### config.mk
export PLATFORM = sky130hd
export DESIGN_NAME = hope_display60
export DESIGN_NICKNAME = d
export VERILOG_FILES = /design/src/rtl/hope_display60.sv
export SDC_FILE = /design/constraint.sdc
export NUM_CORES = 1
export LEC_CHECK = 0
export CAP_MARGIN = 20
export CORE_MARGIN = 3
export CORE_UTILIZATION = 35
export CTS_CLUSTER_SIZE = 8
export DETAILED_ROUTE_END_ITERATION = 8
export PLACE_DENSITY = 0.63
export SYNTH_ARGS = -nofsm -noshare
export SYNTH_HDL_FRONTEND = slang
export SYNTH_SLANG_ARGS = --single-unit
### constraint.sdc
create_clock -name Clk -period 3.08 [get_ports Clk]
set_clock_uncertainty 0.05 [all_clocks]
set_input_delay 0.77 -clock Clk [delete_from_list [all_inputs] [get_ports Clk]]
set_output_delay 0.77 -clock Clk [all_outputs]
set_load 0.01 [all_outputs]
### src/rtl/hope_display60.sv
// hope_display60: four-digit multiplexed common-anode 7-segment driver.
// Digits 1:0 show the running 0-59 count, digits 3:2 show the preset.
// Adds leading-zero blanking, a pause blink on the running digits and a
// decimal-point flash after each tens wrap of the timer.
module hope_display60 #(
   parameter int SCAN_DIV    = 1000,
   parameter int BLINK_TICKS = 256,
   parameter int DP_TICKS    = 512,
   parameter bit BLANK_LZ    = 1'b1
) (
   input  logic       Clk,
   input  logic       reset,
   input  logic [7:0] Count60,
   input  logic [7:0] Init_value60,
   input  logic [1:0] carry60,
   input  logic       blink_en,
   output logic [3:0] an,
   output logic [6:0] seg,
   output logic       dp
);

   localparam int PW = (SCAN_DIV > 1) ? $clog2(SCAN_DIV) : 1;
   localparam int BW = (BLINK_TICKS > 1) ? $clog2(BLINK_TICKS) : 1;
   localparam int DW = $clog2(DP_TICKS + 1);

   localparam logic [PW-1:0] PRE_LAST   = PW'(SCAN_DIV - 1);
   localparam logic [BW-1:0] BLINK_LAST = BW'(BLINK_TICKS - 1);
   localparam logic [DW-1:0] DP_LOAD    = DW'(DP_TICKS);

   logic [PW-1:0] prescaler;
   logic [1:0]    sel;
   logic [15:0]   snapshot;
   logic [BW-1:0] blink_cnt;
   logic          blink_phase;
   logic [DW-1:0] dp_cnt;
   logic          carry_s1;
   logic          carry_s2;
   logic          carry_s3;

   logic          tick;
   logic          carry_edge;
   logic [PW-1:0] prescaler_n;
   logic [1:0]    sel_n;
   logic [15:0]   snap_n;
   logic [BW-1:0] blink_cnt_n;
   logic          blink_phase_n;
   logic [DW-1:0] dp_cnt_n;

   logic [3:0]    nibble;
   logic          blank;
   logic [3:0]    an_n;
   logic [6:0]    seg_n;
   logic          dp_n;

   // Only the tens-wrap carry drives the flash; the units carry is ignored.
   logic          unused_carry0;
   assign unused_carry0 = carry60[0];

   // Next-state for scan timing, frame snapshot, blink phase and DP timer.
   // The outputs are decoded from these next values so they change together
   // with sel, one cycle after the tick.
   always_comb begin
      tick          = (prescaler == PRE_LAST);
      carry_edge    = carry_s2 & ~carry_s3;
      prescaler_n   = tick ? '0 : prescaler + PW'(1);
      sel_n         = tick ? sel + 2'd1 : sel;
      snap_n        = (tick && sel == 2'd3) ? {Init_value60, Count60} : snapshot;
      blink_cnt_n   = blink_cnt;
      blink_phase_n = blink_phase;
      dp_cnt_n      = dp_cnt;
      if (!blink_en) begin
         blink_cnt_n   = '0;
         blink_phase_n = 1'b0;
      end else if (tick) begin
         if (blink_cnt == BLINK_LAST) begin
            blink_cnt_n   = '0;
            blink_phase_n = ~blink_phase;
         end else begin
            blink_cnt_n = blink_cnt + BW'(1);
         end
      end
      if (carry_edge) begin
         dp_cnt_n = DP_LOAD;
      end else if (tick && dp_cnt != '0) begin
         dp_cnt_n = dp_cnt - DW'(1);
      end
   end

   // Decode the slot that will be shown next: segment pattern, digit enable
   // with blanking, and the decimal point on the count tens digit.
   always_comb begin
      nibble = snap_n[{sel_n, 2'b00} +: 4];
      case (nibble)
         4'd0:    seg_n = 7'b1000000;
         4'd1:    seg_n = 7'b1111001;
         4'd2:    seg_n = 7'b0100100;
         4'd3:    seg_n = 7'b0110000;
         4'd4:    seg_n = 7'b0011001;
         4'd5:    seg_n = 7'b0010010;
         4'd6:    seg_n = 7'b0000010;
         4'd7:    seg_n = 7'b1111000;
         4'd8:    seg_n = 7'b0000000;
         4'd9:    seg_n = 7'b0010000;
         default: seg_n = 7'b0111111;
      endcase
      blank = (BLANK_LZ && sel_n[0] && nibble == 4'd0) ||
              (blink_en && blink_phase_n && !sel_n[1]);
      an_n  = blank ? 4'b1111 : ~(4'b0001 << sel_n);
      dp_n  = !((sel_n == 2'd1) && (dp_cnt_n != '0) && !blank);
   end

   // State and output registers with synchronous reset.
   always_ff @(posedge Clk) begin
      if (reset) begin
         prescaler   <= '0;
         sel         <= 2'd0;
         snapshot    <= 16'h0000;
         blink_cnt   <= '0;
         blink_phase <= 1'b0;
         dp_cnt      <= '0;
         carry_s1    <= 1'b0;
         carry_s2    <= 1'b0;
         carry_s3    <= 1'b0;
         an          <= 4'b1111;
         seg         <= 7'b1111111;
         dp          <= 1'b1;
      end else begin
         prescaler   <= prescaler_n;
         sel         <= sel_n;
         snapshot    <= snap_n;
         blink_cnt   <= blink_cnt_n;
         blink_phase <= blink_phase_n;
         dp_cnt      <= dp_cnt_n;
         carry_s1    <= carry60[1];
         carry_s2    <= carry_s1;
         carry_s3    <= carry_s2;
         an          <= an_n;
         seg         <= seg_n;
         dp          <= dp_n;
      end
   end

endmodule

Word level (Yosys, flattened, before mapping)
Memory sizes are Yosys's and may differ from the RTL's. A register that Yosys moved wholly into a read port is not among the register bits.
Index checks and enable logic that the tools add are counted.
- bits in read-only memories: 112
- input bits: 21
- word-level logic and storage cells: 52
- output and inout bits: 12
- register bits after elaboration: 55
- memories: 1
- memory list (name ; words ; bits a word ; rd ports ; clocked after Yosys merged registers in ; write ports ; line ; text):
    (no name shown) ; 16 ; 7 ; 1 ; 1 ; 0 ; 93 ; case (nibble)
- add/sub/neg operators: 4
- bitwise logic cells: 5
- mux-type cells: 8
- reduce and logical (&&, ||, !) cells: 17
- shift-type cells: 2
- equal/unequal tests: 4
- operators with widths (cell ; number):
    10-bit 2-to-1 mux ; 2
    10-bit nonzero test ; 2
    16-bit 2-to-1 mux ; 1
    16-bit by 5-bit indexed part select with 4-bit output ; 1
    10-bit by 1-bit adder with 10-bit output (second input constant) ; 1
    10-bit equality test (second input constant) ; 1
    10-bit by 1-bit subtractor with 10-bit output (second input constant) ; 1
    8-bit by 1-bit adder with 8-bit output (second input constant) ; 1
    8-bit equality test (second input constant) ; 1
    8-bit 2-to-1 mux ; 1
    1-bit logical AND ; 7
    2-bit OR reduction ; 3
    4-bit logical NOT ; 1
    4-bit NOT ; 1
    1-bit by 2-bit << shifter with 4-bit output (first input constant) ; 1
    1-bit logical NOT ; 3
    1-bit 2-to-1 mux ; 3
    1-bit NOT ; 3
    2-bit by 1-bit adder with 2-bit output (second input constant) ; 1
    2-bit by 1-bit equality test with 1-bit output (second input constant) ; 1
    2-bit equality test (second input constant) ; 1
    2-bit 2-to-1 mux ; 1
    1-bit AND ; 1
    1-bit logical OR ; 1

Longest topological paths before layout
Gate-level depths: netlist of the first run.
- word-level depth: 10
- gate-level depth with buffers: 12
- depth with buffers taken out: 11

Worst setup path before layout of the first run
OpenSTA, ideal clock, no wires.
- kind: reg2reg
- from: reg sel[1]
- to: reg an[0]
- path buffers: 1
- stages on the path, launching flop included: 10
- path slack: 0.070 ns
- required time: 2.973 ns
- setup time: 0.057 ns
- clock period less this slack: 3.010 ns
- arrival time: 2.903 ns
- cell sequence: dfxtp_1 -> ha_1 -> buf_1 -> mux4_2 -> mux4_2 -> inv_1 -> ha_1 -> inv_1 -> o41ai_2 -> or2_2
- word-level cells in the longest chain between the ends: 8
- elaborated cells between the ends (all ways): 14
- classes of those cells: 1 x add/sub; 1 x eq/ne; 2 x shift; 2 x mux; 1 x bitwise; 7 x reduce/logical
- RTL lines (what ; line ; text):
    start: declaration ; 31 ; logic [1:0] sel;
    start signal: assignment ; 129 ; sel <= sel_n;
    branches (longest 8 deep; another with 2-bit by 1-bit adder with 2-bit output) ; n/a ;
    end signal: assignment ; 137 ; an <= an_n;
    end: declaration ; 17 ; output logic [3:0] an,
Several ways; the timed one is not identified.
A chain may end at the register's enable or synchronous reset.

Worst setup path after layout of the first run
- from: in Init_value60[4]
- to: reg an[1]
- word-level cells in the longest chain between the ends: 6
- RTL lines (what ; line ; text):
    start: declaration ; 14 ; input logic [7:0] Init_value60,
    16-bit 2-to-1 mux ; 67 ; snap_n = (tick && sel == 2'd3) ? {Init_value60, Count60} : snapshot;
    16-bit by 5-bit indexed part select with 4-bit output ; 92 ; nibble = snap_n[{sel_n, 2'b00} +: 4];
    4-bit logical NOT ; 106 ; blank = (BLANK_LZ && sel_n[0] && nibble == 4'd0) ||
    1-bit logical AND ; 106 ;
    1-bit logical OR ; 106 ;
    2-bit OR reduction (no line) ; n/a ;
No other way between the ends.

==> results.yml, run 1 <==
floorplanning:
  die_area_um2: 9990
  die-width_um: 100
  floorplan.core_area_um2: 8380
  num_rows: 33
  boundaryPins: 33
  die_h_um: 100
  initial_core_util_pct: 36.9
synthesis:
  largest_family_of_logic_cells_by_synthesized_area: "simple AND/OR/NAND/NOR gates"
  synth-compound-area-share_pct: 9.84
  yosysMostFrequentCell: "dfxtp_1"
  postSynthNetCount: 369
  mappedNetlistArea_um2: 3090
  xor_xnor_portion_of_the_synthesized_cell_area_pct: 6.23
  synth_cell_type_count: 49
  post_synth_mux_area_share_pct: 12.9
  yosysSeqAreaShare_pct: 40.2
  syn_inst: 339
  post_synth_and_or_nand_nor_area_fraction_pct: 23.4
  ys_seq_elements: 62
  synth_ff_type: "dfxtp_1"
  synth.largest_area_cell: "dfxtp_1"
  synth_top_cells_by_count: "dfxtp_1 (62), nor2_1 (41), nand2_1 (28)"
  yosysWarningCount: 0
  synth_adder_area_share_pct: 3.64
  netlist_top_cells_area: "dfxtp_1 (40%), mux4_2 (9.5%), nor2_1 (5.0%)"
  synth-edff-count: 0
  share_of_the_synthesized_area_in_the_top_cell_type_pct: 40.2
  ys_async_sr_fraction_pct: 0
  avgSynthCellArea_um2: 9.12
run:
  max-cap-violations: 0
critical_path:
  worstRegToRegCells: 12
  cpPeakStageDelay_ps: 490
  critical-path-top-delay-family: "multiplexers"
  worstPathArrival_ps: 3050
  critPathKind: "primary input to register"
  crit_path_start_kind: "primary input"
  crit_path_max_fanout: 5
  crit_path_top_delay_cell: "mux4_2"
  worstSetupEndpointType: "register"
  required_ps: 3310
  crit_end: "an[1]"
  cp_cell_sequence: "clkdlybuf4s50_1 > mux4_2 > mux4_2 > inv_1 > ha_1 > inv_1 > o41ai_2 > buf_4 > or2_2"
  crit_path_start: "Init_value60[4]"
  worstReg2RegEnd: "an[1]"
  worstReg2RegStart: "prescaler[0]"
  buffering_stage_count_on_the_worst_path_with_inverters_included: 4
  r2r_slack_ps: 280
  cp.depth: 9
timing:
  fmax_ghz: 0.354
  timing.final.setup_violations: 0
  worst-slew-pin-transition_ps: 530
  timing.final.max_slew_violations: 0
  setup-tns-final_ps: 0
  finalHoldViolCount: 0
  timing.max_slew.rel_slack_pct: 64.3
  worst_slack_ps: 255
  final_min_period_over_clock_period_pct: 91.7
  layout_min_cycle_time_ps: 2830
drt:
  firstDrtPassIters: 4
  route.detailed.vias_per_inst: 5.13
  detail_route.wirelength_um: 6430
  routedWlPerCell_um: 13.0
  drt_iter0_markers: 72
  post-route-drc-count: 0
  vias: 2529
  drtAntennaViolNets: 0
layout:
  final_layout_size_suffix_gt1_share_pct: 18.3
  layout.area.seq_um2: 1240
  n_fill_cell: 825
  area.growth.synth_to_final_pct: 24.1
  design.final.nets: 413
  multiInputGateArea_um2: 1750
  finish.cell_count_without_fillers: 493
  antenna_cells_inserted: 0
placement:
  post-place-cells: 474
  number_of_buffers_inserted_by_port_buffering: 31
  hpwlAfterDp_um: 4590
  dpl_worst_slack_ps: -103
  globalplace.congestion: 0.858
clocking:
  tritoncts_clock_tree: "yes"
  cts_buffers: 9
  clk_path_buf_depth: 2
  root_buffer: "clkbuf_8"
  clock_insertion_delay_worst_skew_ps: 330
  clock_sinks: 62
  cts.hold.buffers_added: 0
  clk_pin_slew_ps: 60
  clock_tree.htree_level_count: 3
power:
  ir_drop_mv: 0.191
  power.density_cell_area_nw_per_um2: 395
  total_leakage_power_nw: 1.46
global_route:
  wire_length_of_the_first_global_routing_pass_um: 11200
  grt_remaining_overflow: 0
  first_global_vias: 2426
  grt_start_max_net_pins: 23
  groute.usage.overall_pct: 13.8
  antenna_found_initial: 0
min_path:
  min_path_type: "register to register"
status:
  run_status: "finished, final reports clean"
## worst register-to-register path, cell delays in order, from the launching register on
cell     delay, ps
dfxtp_2        340
ha_2           200
and3_2         230
nand4_1        210
mux4_2         540
a22oi_2        170
nand3_1        120
inv_1           90
ha_1           170
inv_1           50
o41ai_2        310
buf_4          170
or2_2          100
## sequential cells by signal, indices dropped and copies added, names as in the netlist
register,count
carry_s1,1
prescaler,10
carry_s3,1
dp_cnt,10
an,4
sel,2
blink_cnt,8
blink_phase,1
carry_s2,1
seg,7
dp,1
snapshot,16
## metal layers
| layer | up-vias | track usage (%) | share of wire, % |
|---|---|---|---|
| li1 | 1284 | - | - |
| met1 | 1185 | 18.2 | 46 |
| met2 | 58 | 22.1 | 48 |
| met3 | 2 | 4.52 | 5.5 |
| met4 | 0 | 3.15 | 0.58 |
| met5 | - | 0 | 0 |
## final cells by class
class,count,area share [%]
timing repair buffer,54,13.4
inverter,9,0.881
multi-input combinational,247,45.5
clock inverter,4,0.587
sequential,62,32.4
clock buffer,12,3.78
tap,105,3.43
## report_power, final
| group | internal (W) | switching [W] | leakage [nW] | total, W |
|---|---|---|---|---|
| logic | 0.0000470 | 0.0000348 | 0.872 | 0.0000817 |
| clock network | 0.000310 | 0.000304 | 0.0861 | 0.000614 |
| registers | 0.000812 | 0.00000601 | 0.503 | 0.000818 |
| total | 0.00117 | 0.000345 | 1.46 | 0.00151 |
## worst min path at each step
stage              endpoint          from  cells past startpoint
6_report       prescaler[0]  prescaler[0]                      1
5_1_grt        prescaler[0]  prescaler[0]                      1
4_1_cts         snapshot[8]   snapshot[8]                      2
3_5_place_dp    snapshot[8]   snapshot[8]                      2
3_3_place_gp       carry_s2      carry_s1                      1
2_1_floorplan      carry_s2      carry_s1                      1
## placed cells by master (no fill, tap or decap), types with 3 or more instances in the layout
cell type and n:
dfxtp_1 61, nor2_1 41, clkdlybuf4s50_1 31, nand2_1 28, nand3_1 26, a21oi_1 24, buf_4 21, mux4_2 13
xor2_1 12, xnor2_1 10, clkbuf_8 10, inv_1 9, nor3_1 9, ha_1 8, o21ai_0 7, mux2i_1 6
nand4_1 5, nand2b_1 5, nor2b_1 5, mux2_2 4, or3_1 4, or2_2 4, and3_1 3, a211oi_1 3
clkinv_2 3
## kinds of logic (layout without fill, tap and decap cells)
family / Yosys count / after routing
compound gates: 48 / 48
xor+xnor: 22 / 22
fa+ha+maj: 9 / 9
buf+inv: 30 / 79
flops: 62 / 62
mux: 23 / 23
simple gates: 145 / 145
## repair_timing
item                       4_1_cts  5_1_grt
setup buffers                    0        2
hold endpoints to repair         0        0
gates resized for setup          0        8
setup endpoints to repair        0        9
## through the flow
step / area, um^2 / hold slack (ps) / util [%] / total power [W]
4_1_cts: 3760 / 412 / 44.9 / 0.00154
2_1_floorplan: 3090 / 364 / - / 0.000870
6_report: 3830 / 383 / 45.8 / 0.00151
3_3_place_gp: 3600 / 379 / 42.9 / 0.000917
3_5_place_dp: 3600 / 403 / 42.9 / 0.000918
5_1_grt: 3830 / 409 / 45.8 / 0.00159
Note: power is estimated with default switching activity, not from simulation.
==> run 2, diff against run 1 <==
- CORE_MARGIN: 3 -> 2
- SKIP_LAST_GASP: unset -> 1
==> run 2 against run 1 <==
Compared with the run above:
- clock power rose by 5.5%
- via count decreased by 2.1%
- worst setup slack better by 8.5 ps
- global-route usage fell by 0.32 points
- largest cell class unchanged
- count of clock-buffer cells in the layout up 4
- routed wire length down 4.4%
- maximum frequency grew 0.30%
- core utilization down 2.0 points
- critical endpoint unchanged
- power is 2.2% higher
- cell count down 0.20%
- critical path depth unchanged
==> results.yml, run 2 (synthesis gave the netlist of run 1 again) <==
timing:
  timing.max_slew.rel_slack_pct: 65.8
  worst-slew-pin-transition_ps: 507
  worst_slack_ps: 263
  layout_min_cycle_time_ps: 2820
  timing.final.setup_violations: 0
  final_min_period_over_clock_period_pct: 91.5
  fmax_ghz: 0.355
  timing.final.max_slew_violations: 0
  rsz0062_at_grt: "no"
  hold-worst-slack_ps: 392
  finalHoldViolCount: 0
clocking:
  clk_pin_slew_ps: 60
  post-cts-setup-buffer-count: 0
  clk_path_buf_depth: 2
  clock_insertion_delay_worst_skew_ps: 330
  clock_sinks: 62
  cts_buffers: 9
  clock_tree.htree_level_count: 3
  tritoncts_clock_tree: "yes"
  root_buffer: "clkbuf_8"
layout:
  layout.cells.most_common: "dfxtp_1"
  final_layout_size_suffix_gt1_share_pct: 15.9
  antenna_cells_inserted: 0
  finish.cell_count_without_fillers: 492
  design.final.nets: 409
  top_regs: "snapshot (16), dp_cnt (10), prescaler (10)"
  most-common-layout-cells: "dfxtp_1 (62), nor2_1 (41), clkdlybuf4s50_1 (31)"
  largest_register_ffs: 16
  top_register: "snapshot"
  area.growth.synth_to_final_pct: 22.3
floorplanning:
  boundaryPins: 33
  die_area_um2: 9600
  initial_core_util_pct: 35.8
  num_rows: 34
  die_h_um: 98.0
  die-width_um: 98.0
  floorplan.core_area_um2: 8640
drt:
  post-route-drc-count: 0
  routedWlPerCell_um: 12.5
  vias: 2476
  detail_route.wirelength_um: 6150
  drt_iter0_markers: 114
  firstDrtPassIters: 4
  drtAntennaViolNets: 0
  route.detailed.vias_per_inst: 5.03
critical_path:
  required_ps: 3310
  critPathKind: "primary input to register"
  worstSetupEndpointType: "register"
  worstReg2RegEnd: "an[1]"
  crit_path_max_fanout: 5
  worstRegToRegCells: 13
  crit_path_start_kind: "primary input"
  worstPathArrival_ps: 3050
  worstReg2RegStart: "prescaler[0]"
  r2r_slack_ps: 280
global_route:
  groute.usage.overall_pct: 13.5
  wire_length_of_the_first_global_routing_pass_um: 10600
  grt_start_max_net_pins: 25
  first_global_vias: 2351
  antenna_found_initial: 0
  grt_remaining_overflow: 0
placement:
  globalplace.congestion: 0.833
  number_of_buffers_inserted_by_port_buffering: 31
  hpwlAfterDp_um: 4490
  post-place-cells: 476
  dpl_worst_slack_ps: -87.6
power:
  totalPowerFinal_w: 0.00155
  power.density_cell_area_nw_per_um2: 409
  total_leakage_power_nw: 1.43
  ir_drop_mv: 0.264
min_path:
  min_path_type: "register to register"
  number_of_cells_traversed_by_the_worst_hold_path: 1
  timing.hold.worst.start: "carry_s1"
  min_to: "carry_s2"
run:
  max-cap-violations: 0
status:
  run_status: "finished, final reports clean"
==> run 2: cell types whose count changed in the layout (fill, tap and decap cells not counted), moves of 2 or more <==
cell,before,now
buf_4,21,18
clkbuf_8,10,12
clkbuf_1,2,4
clkinv_2,3,0
==> run 2: worst max path at each step <==
stage / startpoint / to
4_1_cts: prescaler[0] / dp
2_1_floorplan: sel[1] / an[0]
6_report: Init_value60[0] / an[1]
3_3_place_gp: Init_value60[0] / an[1]
5_1_grt: prescaler[3] / dp
3_5_place_dp: Init_value60[0] / dp
==> run 2: where the power goes <==
part           internal [W]  leakage (nW)  switching [W]
Combinational     0.0000466         0.835      0.0000349
Sequential         0.000813         0.503     0.00000579
Clock              0.000360        0.0910       0.000288
Total               0.00122          1.43       0.000328
==> run 2: routing by layer <==
metal	up-vias	part of all wire, %	routed length (um)	track usage [%]
met3	6	4.5	277	4.65
met5	-	0	0	0
li1	1276	-	-	-
met4	0	1.1	70	4.06
met1	1151	49	3020	17.4
met2	43	45	2790	21.3
==> run 2: through the flow <==
step / setup TNS (ps) / util (%) / area (um^2)
floorplan: 0 / - / 3090
global placement: -557 / 41.6 / 3590
detailed placement: -552 / 41.6 / 3590
CTS: 0 / 43.7 / 3770
global route: 0 / 43.8 / 3780
finish: 0 / 43.8 / 3780
==> run 2: critical path, cell delays in order <==
cell and delay, ps:
clkdlybuf4s50_1 430, mux4_2 470, mux4_2 490, inv_1 90, ha_1 160, inv_1 50, o41ai_2 320, buf_4 170
or2_2 90
==> run 2: what timing repair did <==
action | 4_1_cts | 5_1_grt
gates resized for setup | 0 | 2
hold buffers | 0 | 0
setup endpoints to repair | 0 | 8
==> run 2: area by class of cell <==
class,count,area (um^2)
multi-input combinational,247,1730
tap,108,135
inverter,9,33.8
fill,850,4850
sequential,62,1240
clock buffer,16,180
timing repair buffer,50,457
